File: config.mk
export PLATFORM = sky130hd
export DESIGN_NAME = axi_lite_mgr_arb_flat
export DESIGN_NICKNAME = d
export VERILOG_FILES = /design/src/rtl/axi_lite_mgr_arb_if.sv /design/src/rtl/axi_lite_mgr_arb.sv /design/src/flat_wrapper.sv
export SDC_FILE = /design/constraint.sdc
export NUM_CORES = 1
export LEC_CHECK = 0
export ABC_AREA = 1
export CAP_MARGIN = 20
export CORE_ASPECT_RATIO = 0.8
export CORE_MARGIN = 4
export CORE_UTILIZATION = 43
export CTS_CLUSTER_DIAMETER = 150
export CTS_CLUSTER_SIZE = 30
export DETAILED_ROUTE_END_ITERATION = 7
export PLACE_DENSITY = 0.83
export SLEW_MARGIN = 20
export SYNTH_ARGS = -nofsm -noshare
export SYNTH_HDL_FRONTEND = slang
export SYNTH_SLANG_ARGS = --single-unit
File: constraint.sdc
create_clock -name clk_i -period 3.01 [get_ports clk_i]
set_clock_uncertainty 0.15 [all_clocks]
set_input_delay 0.602 -clock clk_i [delete_from_list [all_inputs] [get_ports clk_i]]
set_output_delay 0.602 -clock clk_i [all_outputs]
set_load 0.01 [all_outputs]
File: src/rtl/axi_lite_mgr_arb_if.sv
// Requester-side and manager-side bus bundle for axi_lite_mgr_arb.
// The slave modport is the arbiter's view; master is the environment's view.
interface axi_lite_mgr_arb_if #(
   parameter int unsigned NUM_REQ        = 4,
   parameter int unsigned AXI_ADDR_WIDTH = 16,
   parameter int unsigned AXI_DATA_WIDTH = 32
);
   logic [NUM_REQ-1:0]                req_valid_i;
   logic [NUM_REQ-1:0]                req_we_i;
   logic [NUM_REQ*AXI_ADDR_WIDTH-1:0] req_addr_i;
   logic [NUM_REQ*AXI_DATA_WIDTH-1:0] req_wdata_i;
   logic [NUM_REQ-1:0]                req_ready_o;
   logic [NUM_REQ-1:0]                wr_done_o;
   logic [NUM_REQ-1:0]                rd_done_o;
   logic [AXI_DATA_WIDTH-1:0]         rd_data_o;
   logic [1:0]                        mgr_req_o;
   logic [AXI_ADDR_WIDTH-1:0]         mgr_wr_addr_o;
   logic [AXI_ADDR_WIDTH-1:0]         mgr_rd_addr_o;
   logic [AXI_DATA_WIDTH-1:0]         mgr_wdata_o;
   logic [1:0]                        mgr_rsp_i;
   logic [AXI_DATA_WIDTH-1:0]         mgr_rd_data_i;

   modport slave (
      input  req_valid_i, req_we_i, req_addr_i, req_wdata_i, mgr_rsp_i, mgr_rd_data_i,
      output req_ready_o, wr_done_o, rd_done_o, rd_data_o,
             mgr_req_o, mgr_wr_addr_o, mgr_rd_addr_o, mgr_wdata_o
   );

   modport master (
      output req_valid_i, req_we_i, req_addr_i, req_wdata_i, mgr_rsp_i, mgr_rd_data_i,
      input  req_ready_o, wr_done_o, rd_done_o, rd_data_o,
             mgr_req_o, mgr_wr_addr_o, mgr_rd_addr_o, mgr_wdata_o
   );
endinterface

File: src/rtl/axi_lite_mgr_arb.sv
// axi_lite_mgr_arb: shares one non-pipelined AXI-Lite manager between NUM_REQ
// requesters. Separate round-robin write and read channels, each with at most
// one operation outstanding at the manager.
module axi_lite_mgr_arb #(
   parameter int unsigned NUM_REQ        = 4,
   parameter int unsigned AXI_ADDR_WIDTH = 16,
   parameter int unsigned AXI_DATA_WIDTH = 32
) (
   input  logic              clk_i,
   input  logic              rstn_i,
   axi_lite_mgr_arb_if.slave bus
);

   localparam int unsigned IDX_W = $clog2(NUM_REQ);

   typedef enum logic [1:0] {W_IDLE, W_ISSUE, W_WAIT}         wr_state_e;
   typedef enum logic [1:0] {R_IDLE, R_ISSUE, R_WAIT, R_DATA} rd_state_e;

   // First candidate at or after ptr, wrapping; returns {hit, index}.
   function automatic logic [IDX_W:0] rr_pick(input logic [NUM_REQ-1:0] cand,
                                              input logic [IDX_W-1:0]   ptr);
      logic             hit;
      logic [IDX_W-1:0] sel;
      int unsigned      idx;
      hit = 1'b0;
      sel = '0;
      for (int unsigned k = 0; k < NUM_REQ; k++) begin
         idx = 32'(ptr) + k;
         if (idx >= NUM_REQ) idx = idx - NUM_REQ;
         if (!hit && cand[idx]) begin
            hit = 1'b1;
            sel = IDX_W'(idx);
         end
      end
      return {hit, sel};
   endfunction

   // Pointer moves one past the winner, modulo NUM_REQ.
   function automatic logic [IDX_W-1:0] ptr_after(input logic [IDX_W-1:0] g);
      return (32'(g) == NUM_REQ - 1) ? '0 : g + 1'b1;
   endfunction

   logic [AXI_ADDR_WIDTH-1:0] addr_a  [NUM_REQ];
   logic [AXI_DATA_WIDTH-1:0] wdata_a [NUM_REQ];

   for (genvar i = 0; i < NUM_REQ; i++) begin : g_unpack
      assign addr_a[i]  = bus.req_addr_i [i*AXI_ADDR_WIDTH +: AXI_ADDR_WIDTH];
      assign wdata_a[i] = bus.req_wdata_i[i*AXI_DATA_WIDTH +: AXI_DATA_WIDTH];
   end

   // Candidates are suppressed during reset so no accept pulse can escape.
   logic [NUM_REQ-1:0] wr_cand, rd_cand;
   assign wr_cand = rstn_i ? (bus.req_valid_i &  bus.req_we_i) : '0;
   assign rd_cand = rstn_i ? (bus.req_valid_i & ~bus.req_we_i) : '0;

   // ---------------- write channel ----------------
   wr_state_e                 w_state_q, w_state_d;
   logic [IDX_W-1:0]          wr_ptr_q, wr_ptr_d;
   logic [IDX_W-1:0]          wr_idx_q, wr_idx_d;
   logic [AXI_ADDR_WIDTH-1:0] wr_addr_q, wr_addr_d;
   logic [AXI_DATA_WIDTH-1:0] wdata_q, wdata_d;
   logic [NUM_REQ-1:0]        wr_done_q, wr_done_d;
   logic [NUM_REQ-1:0]        wr_gnt;
   logic                      wr_req;
   logic                      wr_hit;
   logic [IDX_W-1:0]          wr_sel;

   // Write FSM state and latched transfer registers.
   always_ff @(posedge clk_i) begin
      if (!rstn_i) begin
         w_state_q <= W_IDLE;
         wr_ptr_q  <= '0;
         wr_idx_q  <= '0;
         wr_addr_q <= '0;
         wdata_q   <= '0;
         wr_done_q <= '0;
      end else begin
         w_state_q <= w_state_d;
         wr_ptr_q  <= wr_ptr_d;
         wr_idx_q  <= wr_idx_d;
         wr_addr_q <= wr_addr_d;
         wdata_q   <= wdata_d;
         wr_done_q <= wr_done_d;
      end
   end

   // Write next-state: grant in idle, one-cycle issue, wait for manager response.
   always_comb begin
      w_state_d = w_state_q;
      wr_ptr_d  = wr_ptr_q;
      wr_idx_d  = wr_idx_q;
      wr_addr_d = wr_addr_q;
      wdata_d   = wdata_q;
      wr_done_d = '0;
      wr_gnt    = '0;
      wr_req    = 1'b0;
      {wr_hit, wr_sel} = rr_pick(wr_cand, wr_ptr_q);
      case (w_state_q)
         W_IDLE: begin
            if (wr_hit) begin
               wr_gnt[wr_sel] = 1'b1;
               wr_idx_d       = wr_sel;
               wr_addr_d      = addr_a[wr_sel];
               wdata_d        = wdata_a[wr_sel];
               wr_ptr_d       = ptr_after(wr_sel);
               w_state_d      = W_ISSUE;
            end
         end
         W_ISSUE: begin
            wr_req    = 1'b1;
            w_state_d = W_WAIT;
         end
         W_WAIT: begin
            if (bus.mgr_rsp_i[0]) begin
               wr_done_d[wr_idx_q] = 1'b1;
               w_state_d           = W_IDLE;
            end
         end
         default: w_state_d = W_IDLE;
      endcase
   end

   // ---------------- read channel ----------------
   rd_state_e                 r_state_q, r_state_d;
   logic [IDX_W-1:0]          rd_ptr_q, rd_ptr_d;
   logic [IDX_W-1:0]          rd_idx_q, rd_idx_d;
   logic [AXI_ADDR_WIDTH-1:0] rd_addr_q, rd_addr_d;
   logic [AXI_DATA_WIDTH-1:0] rd_data_q, rd_data_d;
   logic [NUM_REQ-1:0]        rd_done_q, rd_done_d;
   logic [NUM_REQ-1:0]        rd_gnt;
   logic                      rd_req;
   logic                      rd_hit;
   logic [IDX_W-1:0]          rd_sel;

   // Read FSM state and latched transfer registers.
   always_ff @(posedge clk_i) begin
      if (!rstn_i) begin
         r_state_q <= R_IDLE;
         rd_ptr_q  <= '0;
         rd_idx_q  <= '0;
         rd_addr_q <= '0;
         rd_data_q <= '0;
         rd_done_q <= '0;
      end else begin
         r_state_q <= r_state_d;
         rd_ptr_q  <= rd_ptr_d;
         rd_idx_q  <= rd_idx_d;
         rd_addr_q <= rd_addr_d;
         rd_data_q <= rd_data_d;
         rd_done_q <= rd_done_d;
      end
   end

   // Read next-state: manager data arrives the cycle after its response,
   // so an extra DATA state captures it before completion is signalled.
   always_comb begin
      r_state_d = r_state_q;
      rd_ptr_d  = rd_ptr_q;
      rd_idx_d  = rd_idx_q;
      rd_addr_d = rd_addr_q;
      rd_data_d = rd_data_q;
      rd_done_d = '0;
      rd_gnt    = '0;
      rd_req    = 1'b0;
      {rd_hit, rd_sel} = rr_pick(rd_cand, rd_ptr_q);
      case (r_state_q)
         R_IDLE: begin
            if (rd_hit) begin
               rd_gnt[rd_sel] = 1'b1;
               rd_idx_d       = rd_sel;
               rd_addr_d      = addr_a[rd_sel];
               rd_ptr_d       = ptr_after(rd_sel);
               r_state_d      = R_ISSUE;
            end
         end
         R_ISSUE: begin
            rd_req    = 1'b1;
            r_state_d = R_WAIT;
         end
         R_WAIT: begin
            if (bus.mgr_rsp_i[1]) r_state_d = R_DATA;
         end
         R_DATA: begin
            rd_data_d           = bus.mgr_rd_data_i;
            rd_done_d[rd_idx_q] = 1'b1;
            r_state_d           = R_IDLE;
         end
         default: r_state_d = R_IDLE;
      endcase
   end

   // Write and read candidates are disjoint, so the OR stays one-hot per channel.
   assign bus.req_ready_o   = wr_gnt | rd_gnt;
   assign bus.mgr_req_o     = {rd_req, wr_req};
   assign bus.mgr_wr_addr_o = wr_addr_q;
   assign bus.mgr_rd_addr_o = rd_addr_q;
   assign bus.mgr_wdata_o   = wdata_q;
   assign bus.wr_done_o     = wr_done_q;
   assign bus.rd_done_o     = rd_done_q;
   assign bus.rd_data_o     = rd_data_q;

endmodule

File: src/flat_wrapper.sv
// flat-port wrapper written by rule: the top's interface ports become plain ports
module axi_lite_mgr_arb_flat 
#(
   parameter int unsigned NUM_REQ        = 4,
   parameter int unsigned AXI_ADDR_WIDTH = 16,
   parameter int unsigned AXI_DATA_WIDTH = 32
)
  (clk_i, rstn_i, bus_req_valid_i, bus_req_we_i, bus_req_addr_i, bus_req_wdata_i, bus_mgr_rsp_i, bus_mgr_rd_data_i, bus_req_ready_o, bus_wr_done_o, bus_rd_done_o, bus_rd_data_o, bus_mgr_req_o, bus_mgr_wr_addr_o, bus_mgr_rd_addr_o, bus_mgr_wdata_o);
  axi_lite_mgr_arb_if #(.NUM_REQ(NUM_REQ), .AXI_ADDR_WIDTH(AXI_ADDR_WIDTH), .AXI_DATA_WIDTH(AXI_DATA_WIDTH)) bus_i ();
  input  logic clk_i;
  input  logic rstn_i;
  input wire logic [$bits(bus_i.req_valid_i)-1:0] bus_req_valid_i;
  input wire logic [$bits(bus_i.req_we_i)-1:0] bus_req_we_i;
  input wire logic [$bits(bus_i.req_addr_i)-1:0] bus_req_addr_i;
  input wire logic [$bits(bus_i.req_wdata_i)-1:0] bus_req_wdata_i;
  input wire logic [$bits(bus_i.mgr_rsp_i)-1:0] bus_mgr_rsp_i;
  input wire logic [$bits(bus_i.mgr_rd_data_i)-1:0] bus_mgr_rd_data_i;
  output wire logic [$bits(bus_i.req_ready_o)-1:0] bus_req_ready_o;
  output wire logic [$bits(bus_i.wr_done_o)-1:0] bus_wr_done_o;
  output wire logic [$bits(bus_i.rd_done_o)-1:0] bus_rd_done_o;
  output wire logic [$bits(bus_i.rd_data_o)-1:0] bus_rd_data_o;
  output wire logic [$bits(bus_i.mgr_req_o)-1:0] bus_mgr_req_o;
  output wire logic [$bits(bus_i.mgr_wr_addr_o)-1:0] bus_mgr_wr_addr_o;
  output wire logic [$bits(bus_i.mgr_rd_addr_o)-1:0] bus_mgr_rd_addr_o;
  output wire logic [$bits(bus_i.mgr_wdata_o)-1:0] bus_mgr_wdata_o;
  assign bus_i.req_valid_i = bus_req_valid_i;
  assign bus_i.req_we_i = bus_req_we_i;
  assign bus_i.req_addr_i = bus_req_addr_i;
  assign bus_i.req_wdata_i = bus_req_wdata_i;
  assign bus_i.mgr_rsp_i = bus_mgr_rsp_i;
  assign bus_i.mgr_rd_data_i = bus_mgr_rd_data_i;
  assign bus_req_ready_o = bus_i.req_ready_o;
  assign bus_wr_done_o = bus_i.wr_done_o;
  assign bus_rd_done_o = bus_i.rd_done_o;
  assign bus_rd_data_o = bus_i.rd_data_o;
  assign bus_mgr_req_o = bus_i.mgr_req_o;
  assign bus_mgr_wr_addr_o = bus_i.mgr_wr_addr_o;
  assign bus_mgr_rd_addr_o = bus_i.mgr_rd_addr_o;
  assign bus_mgr_wdata_o = bus_i.mgr_wdata_o;
  axi_lite_mgr_arb #(.NUM_REQ(NUM_REQ), .AXI_ADDR_WIDTH(AXI_ADDR_WIDTH), .AXI_DATA_WIDTH(AXI_DATA_WIDTH)) u_core (.clk_i(clk_i), .rstn_i(rstn_i), .bus(bus_i));
endmodule
# --- Word level (Yosys, flattened, before mapping) ---
# Cells that the tools add are included.
classes:
  addsub: 16
  order_cmp: 26
  muxes: 73
  reduce_logical: 24
  bitwise_logic: 6
  eq_ne: 11
ops:
  columns: ["cell", "n"]
  rows:
  - ["two-way mux 32 bit", 10]
  - ["less-than comparator 32 x 3 -> 1 bit, second input constant", 8]
  - ["greater-or-equal comparator 32 x 3 -> 1 bit, second input constant", 6]
  - ["subtractor 32 x 3 -> 32 bit, second input constant", 6]
  - ["binary-select mux 16 bit (select 2 bit)", 2]
  - ["binary-select mux 32 bit (select 2 bit)", 1]
  - ["two-way mux 16 bit", 4]
  - ["two-way mux 2 bit", 14]
  - ["two-way mux 4 bit", 6]
  - ["two-way mux 1 bit", 22]
  - ["binary-select mux 1 bit (select 2 bit)", 8]
  - ["adder 2 x 2 -> 3 bit, second input constant", 4]
  - ["less-than comparator 2 x 3 -> 1 bit, second input constant", 4]
  - ["== test 2 bit, second input constant", 5]
  - ["logical AND 1 bit", 10]
  - ["AND reduction 2 bit", 5]
  - ["AND 4 bit", 2]
  - ["demux 1 bit (select 2 bit)", 4]
  - ["greater-or-equal comparator 2 x 1 -> 1 bit, second input constant", 4]
  - ["one-hot mux 2 bit (4 select lines)", 1]
  - ["subtractor 2 x 3 -> 4 bit, second input constant", 2]
  - ["adder 2 x 1 -> 3 bit, second input constant", 2]
  - ["greater-or-equal comparator 2 x 3 -> 1 bit, second input constant", 2]
  - ["greater-or-equal comparator 3 bit, second input constant", 2]
  - ["11 further kinds", 22]
totals:
  reg_bits: 116
  in_bits: 236
  output_inout_bits: 110

# --- Longest topological paths before layout ---
depth:
  ltp_word: 22
  mapped_depth: 18
  mapped_depth_nobuf: 16

# --- Worst setup path before layout ---
# No wires, ideal clock.
synth_path:
  path_type: "input to output"
  start: "input port rstn_i"
  end: "output port bus_req_ready_o[0]"
  path_buffers: 3
  path_slack_ns: 0.035
  t_required_ns: 2.258
  cell_stages: 14
  arrival_time_ns: 2.223
  path_cell_list: "buf_2 -> buf_6 -> nand4_1 -> nand3_1 -> nand2_1 -> nand2_1 -> nand2_1 -> nor2_1 -> nand2_2 -> nand2_2 -> clkinv_2 -> buf_2 -> ha_1 -> a22o_1"
synth_between:
  elab_chain_len: 20
  elab_cells_between_ends: 61
  cone_classes: "order compare (4); mux (42); bitwise (1); reduce/logical (14)"
synth_rtl:
  columns: ["element", "line_no", "rtl"]
  rows:
  - ["from (decl)", "flat_wrapper.sv:11", "input logic rstn_i;"]
  - ["two-way mux 4 bit, on equally long branches", "axi_lite_mgr_arb.sv:53, axi_lite_mgr_arb.sv:54", null]
  - ["binary-select mux 1 bit (select 2 bit)", "axi_lite_mgr_arb.sv:30", "if (!hit && cand[idx]) begin"]
  - ["two-way mux 1 bit (not written as such)", "axi_lite_mgr_arb.sv:30", null]
  - ["two-way mux 1 bit", "axi_lite_mgr_arb.sv:30", null]
  - ["logical NOT 1 bit", "axi_lite_mgr_arb.sv:30", null]
  - ["logical AND 1 bit", "axi_lite_mgr_arb.sv:30", null]
  - ["two-way mux 1 bit", "axi_lite_mgr_arb.sv:30", null]
  - ["logical NOT 1 bit", "axi_lite_mgr_arb.sv:30", null]
  - ["[4 not listed]", null, null]
  - ["two-way mux 2 bit", "axi_lite_mgr_arb.sv:30", null]
  - ["less-than comparator 2 x 3 -> 1 bit (not written as such) (tied with other cells)", "axi_lite_mgr_arb.sv:101", "wr_gnt[wr_sel] = 1'b1;"]
  - ["logical AND 1 bit, on equally long branches", "axi_lite_mgr_arb.sv:101, axi_lite_mgr_arb.sv:169", null]
  - ["two-way mux 1 bit, on equally long branches", "axi_lite_mgr_arb.sv:101, axi_lite_mgr_arb.sv:169", null]
  - ["demux 1 bit (select 2 bit)", null, null]
  - ["two-way mux 4 bit, on equally long branches", "axi_lite_mgr_arb.sv:100, axi_lite_mgr_arb.sv:168", null]
  - ["two-way mux 4 bit, on equally long branches", "axi_lite_mgr_arb.sv:98, axi_lite_mgr_arb.sv:166", null]
  - ["bitwise OR 4 bit (*)", "axi_lite_mgr_arb.sv:193", "assign bus.req_ready_o = wr_gnt | rd_gnt;"]
  - ["to (decl)", "flat_wrapper.sv:18", "output wire logic [$bits(bus_i.req_ready_o)-1:0] bus_req_ready_o;"]
# Mark *: on every way between the ends. The rest lies on a longest branch, timed or not. The select of a mux whose other input is x is not followed.

# --- Final worst setup path ---
layout_path:
  start: "input port bus_req_we_i[3]"
  end: "output port bus_req_ready_o[0]"
layout_between:
  elab_chain_len: 22
  elab_cells_between_ends: 64
  cone_classes: "order compare (4); mux (42); bitwise (4); reduce/logical (14)"
layout_rtl:
  columns: ["element", "line_no", "rtl"]
  rows:
  - ["from (decl)", "flat_wrapper.sv:13", "input wire logic [$bits(bus_i.req_we_i)-1:0] bus_req_we_i;"]
  - ["inverter 4 bit", "axi_lite_mgr_arb.sv:54", "assign rd_cand = rstn_i ? (bus.req_valid_i & ~bus.req_we_i) : '0;"]
  - ["AND 4 bit", "axi_lite_mgr_arb.sv:54", null]
  - ["two-way mux 4 bit", "axi_lite_mgr_arb.sv:54", null]
  - ["binary-select mux 1 bit (select 2 bit)", "axi_lite_mgr_arb.sv:30", null]
  - ["two-way mux 1 bit (not written as such)", "axi_lite_mgr_arb.sv:30", null]
  - ["two-way mux 1 bit", "axi_lite_mgr_arb.sv:30", null]
  - ["logical NOT 1 bit", "axi_lite_mgr_arb.sv:30", null]
  - ["logical AND 1 bit", "axi_lite_mgr_arb.sv:30", null]
  - ["[6 not listed]", null, null]
  - ["two-way mux 2 bit", "axi_lite_mgr_arb.sv:30", null]
  - ["less-than comparator 2 x 3 -> 1 bit (not written as such) / greater-or-equal comparator 2 x 1 -> 1 bit (equally long branches)", "axi_lite_mgr_arb.sv:169", "rd_gnt[rd_sel] = 1'b1;"]
  - ["logical AND 1 bit (not written as such)", "axi_lite_mgr_arb.sv:169", null]
  - ["two-way mux 1 bit (not written as such)", "axi_lite_mgr_arb.sv:169", null]
  - ["demux 1 bit (select 2 bit)", null, null]
  - ["two-way mux 4 bit", "axi_lite_mgr_arb.sv:168", "if (rd_hit) begin"]
  - ["two-way mux 4 bit", "axi_lite_mgr_arb.sv:166", "case (r_state_q)"]
  - ["bitwise OR 4 bit (*)", "axi_lite_mgr_arb.sv:193", null]
# Marked as above.

==> results_dict.tcl <==
set metrics [dict create \
    yosysTopAreaCell "dfxtp_1" \
    core-area_um2 17300 \
    ios 346 \
    reg2reg_depth 15 \
    p_per_area_nw_per_um2 1250 \
    grt_pass1_vias 8924 \
    ys_types 27 \
    whs_path_depth 1 \
    synth_common_cells "338 x nand2_1, 241 x nand3_1, 222 x nor2_1" \
    grt_first_pass_wirelength_um 44900 \
    r2r_start "u_core.wr_ptr_q[0]$_SDFFE_PN0P_" \
    pwr-share-clk_pct 13.7 \
    ant_nets 0 \
    diodes 0 \
    overflow 0 \
    grt_start_max_net_pins 61 \
    cp.arrival_ns 2.40 \
    areaGrowthSynthToFinish_pct 62.8 \
    min_from "u_core.rd_idx_q[1]$_SDFFE_PN0P_" \
    first_pass_iters 5 \
    cap_viol_max_count 0 \
    required_ns 2.26 \
    clkLatencyLatePin_ns 0.42 \
    synth_top_area_share_pct 30.6 \
    violations "setup timing" \
    netlist_area_um2 7590 \
    synth_seq_cells 116 \
    final_cells 1908 \
    cts_hold_buf 0 \
    drc_errors 0 \
    vias 9590 \
    register_area_um2 2330 \
    seq_power_share_pct 15.4 \
    fp.dieW_um 157 \
    multiInputGateArea_um2 4350 \
    fin_area_um2 12400 \
    grt_usage_pct 27.8 \
    setup.worst_path.class "in2out" \
    worst_pin_slew_ns 0.978 \
    period_share_pct 105 \
    switchingPower_uw 7910 \
    synth_edf_count 0 \
    status "complete, but fails checks" \
    swShare_pct 51.1 \
    io_buffer_count 345 \
    yosysWarnings 0 \
    slew_headroom_pct 34.7 \
    cts.sinks 116 \
    clk_path_buf_depth 2 \
    min_period_ns 3.15 \
    num-nets-final 1918 \
    r2r-end "u_core.bus.mgr_wr_addr_o[0]$_SDFFE_PN0P_" \
    async_reset_ff_share_pct 0 \
    dp.cells 1857 \
    die_y_um 127 \
    yosys-top-cells-area "dfxtp_1 31%, nand2_1 17%, nand3_1 16%, nor2_1 11%, inv_1 9.3%" \
    synth-main-ff-cell "dfxtp_1" \
    hp-class "reg2reg" \
    wl_per_cell_um 15.4 \
    row_count 43 \
    h-tree-depth 4 \
    dpl_cell_area_um2 11300 \
    report.final.setup_viol 4 \
    dp_hpwl_um 20700 \
    drt_wl_total_um 29300 \
    max_freq_mhz 318 \
    finalHoldViolations 0 \
    cp-end-kind "output pin" \
    intPower_uw 7550 \
    antenna_found_initial 0 \
    cts_root_buffer "clkbuf_16" \
    synth_seq_area_share_pct 30.6 \
    setup_ws_ns -0.137 \
    crit_fanout 5 \
    yosysMostFrequentCell "nand2_1" \
    startpoint_type "input port" \
    path_clk_slew_ns 0.06 \
    fillers 1471 \
    via_per_inst 5.03 \
    vdd_ir_drop_max_uv 1180 \
    final_max_slew_viol_count 0 \
    numCtsBuffers 17 \
    place_congestion 0.927 \
    synth_nets 1560 \
    p_leak_uw 0.00615 \
    initial_core_util_pct 43.8 \
    die-area_um2 19800 \
    avgSynthCellArea_um2 5.78 \
    cts_tree "yes" \
    drive_gt1_share_pct 12.0 \
    hold_end "u_core.bus.rd_done_o[0]$_SDFF_PN0_" \
    initialDrtViolationCount 735 \
    r2r_setup_slack_ns 0.39 \
    power_uw 15500 \
    rsz0062_at_grt "true" \
    pwr-share-comb_pct 70.9 \
    synth_cells 1312 \
]
## logic make-up (layout without fill, tap and decap cells)
kind of cell / after synthesis / after routing / synth area share (%)
AO/OA/AOI/OAI: 67 / 67 / 4.83
adder cells (fa/ha/maj): 12 / 12 / 1.98
buffers and inverters: 277 / 648 / 15.7
flip-flops: 116 / 116 / 30.6
AND/OR/NAND/NOR: 840 / 840 / 46.8
## power groups by stage
stage               Sequential (µW)  Clock (µW)  Combinational (µW)
CTS                            2380        2160               10500
floorplan                      2550           0                6870
global route                   2440        2220               12100
detailed placement             2400           0               10100
global placement               2380           0                9940
finish                         2380        2120               11000
## per-layer routing
layer	global-route usage, %	wire length (µm)	up-vias
met5	0	0	-
met4	9.13	833	0
met3	7.61	2380	73
met2	45.9	14100	401
met1	35.2	12000	4333
li1	-	-	4783
## layout by cell type, fill, tap and decap left out, types with 2 or more instances in the layout
cell	Yosys	routed
a211oi_1	3	3
a21oi_1	10	7
a21oi_2	0	2
a22o_1	4	4
buf_2	35	4
buf_4	19	70
buf_6	5	7
bufinv_16	0	2
clkbuf_16	0	17
clkdlybuf4s15_2	0	7
clkdlybuf4s50_1	0	332
clkinv_4	0	6
dfxtp_1	116	112
dfxtp_2	0	2
dfxtp_4	0	2
ha_1	12	8
ha_2	0	3
inv_1	188	182
inv_2	6	9
inv_6	0	4
inv_8	0	5
nand2_1	338	314
nand2_2	9	27
nand2_4	0	6
nand3_1	241	227
nand3_2	1	14
nand3b_1	3	3
nand4_1	10	10
nor2_1	222	217
nor2_2	0	2
nor2_4	1	4
nor3_1	14	14
o21ai_0	39	39
o21ai_1	8	7
o21ai_4	0	2
## worst max-delay path, stage by stage
cell,delay (ns)
clkdlybuf4s15_2,0.21
inv_2,0.05
buf_4,0.12
nand4_1,0.09
nand3_2,0.11
nand2_4,0.12
nand2_2,0.06
nand2_1,0.05
nand2_1,0.08
nand2_2,0.11
nand2_4,0.07
buf_4,0.15
ha_1,0.21
a22o_1,0.21
buf_2,0.15
## state kept, by name, indices dropped and copies added, names as in the netlist, 4 cells and up
name                      count
u_core.bus.rd_data_o         32
u_core.bus.wr_done_o          4
u_core.bus.mgr_wr_addr_o     16
u_core.bus.mgr_rd_addr_o     16
u_core.bus.mgr_wdata_o       32
u_core.bus.rd_done_o          4
## final cells by class
class,count,area share [%]
Multi-Input combinational cell,919,35.2
Timing Repair Buffer,421,32.7
Sequential cell,116,18.9
Inverter,195,6.03
Clock buffer,17,3.44
Tap cell,225,2.28
Clock inverter,15,1.51
## worst max path at each step
stage	from	end	slack, ns	cells past startpoint
final	bus_req_we_i[3]	bus_req_ready_o[0]	-0.14	15
after global routing	u_core.rd_ptr_q[0]$_SDFFE_PN0P_	bus_req_ready_o[0]	-0.22	13
after CTS	u_core.wr_ptr_q[0]$_SDFFE_PN0P_	bus_req_ready_o[2]	-0.04	14
after detailed placement	bus_req_valid_i[1]	bus_req_ready_o[2]	-0.75	14
after global placement	bus_req_we_i[3]	bus_req_ready_o[3]	-0.68	13
after floorplan	rstn_i	bus_req_ready_o[0]	0.03	14
## what timing repair did
item | 4_1_cts | 5_1_grt
resized for setup | 84 | 43
hold endpoints to repair | 0 | 0
pin swaps | 24 | 27
setup buffers | 13 | 6
endpoints found under the setup margin | 4 | 4
## metrics by stage
stage	setup slack (ns)	hold slack, ns	utilization [%]	setup TNS [ns]
floorplan	0.0348	0.272	-	0
global placement	-0.685	0.281	65.2	-6.69
detailed placement	-0.750	0.281	65.2	-9.05
CTS	-0.0416	0.292	70.1	-0.0831
global route	-0.220	0.318	71.3	-0.722
finish	-0.137	0.296	71.3	-0.391
No activity file was read; power rests on OpenSTA's default activity.
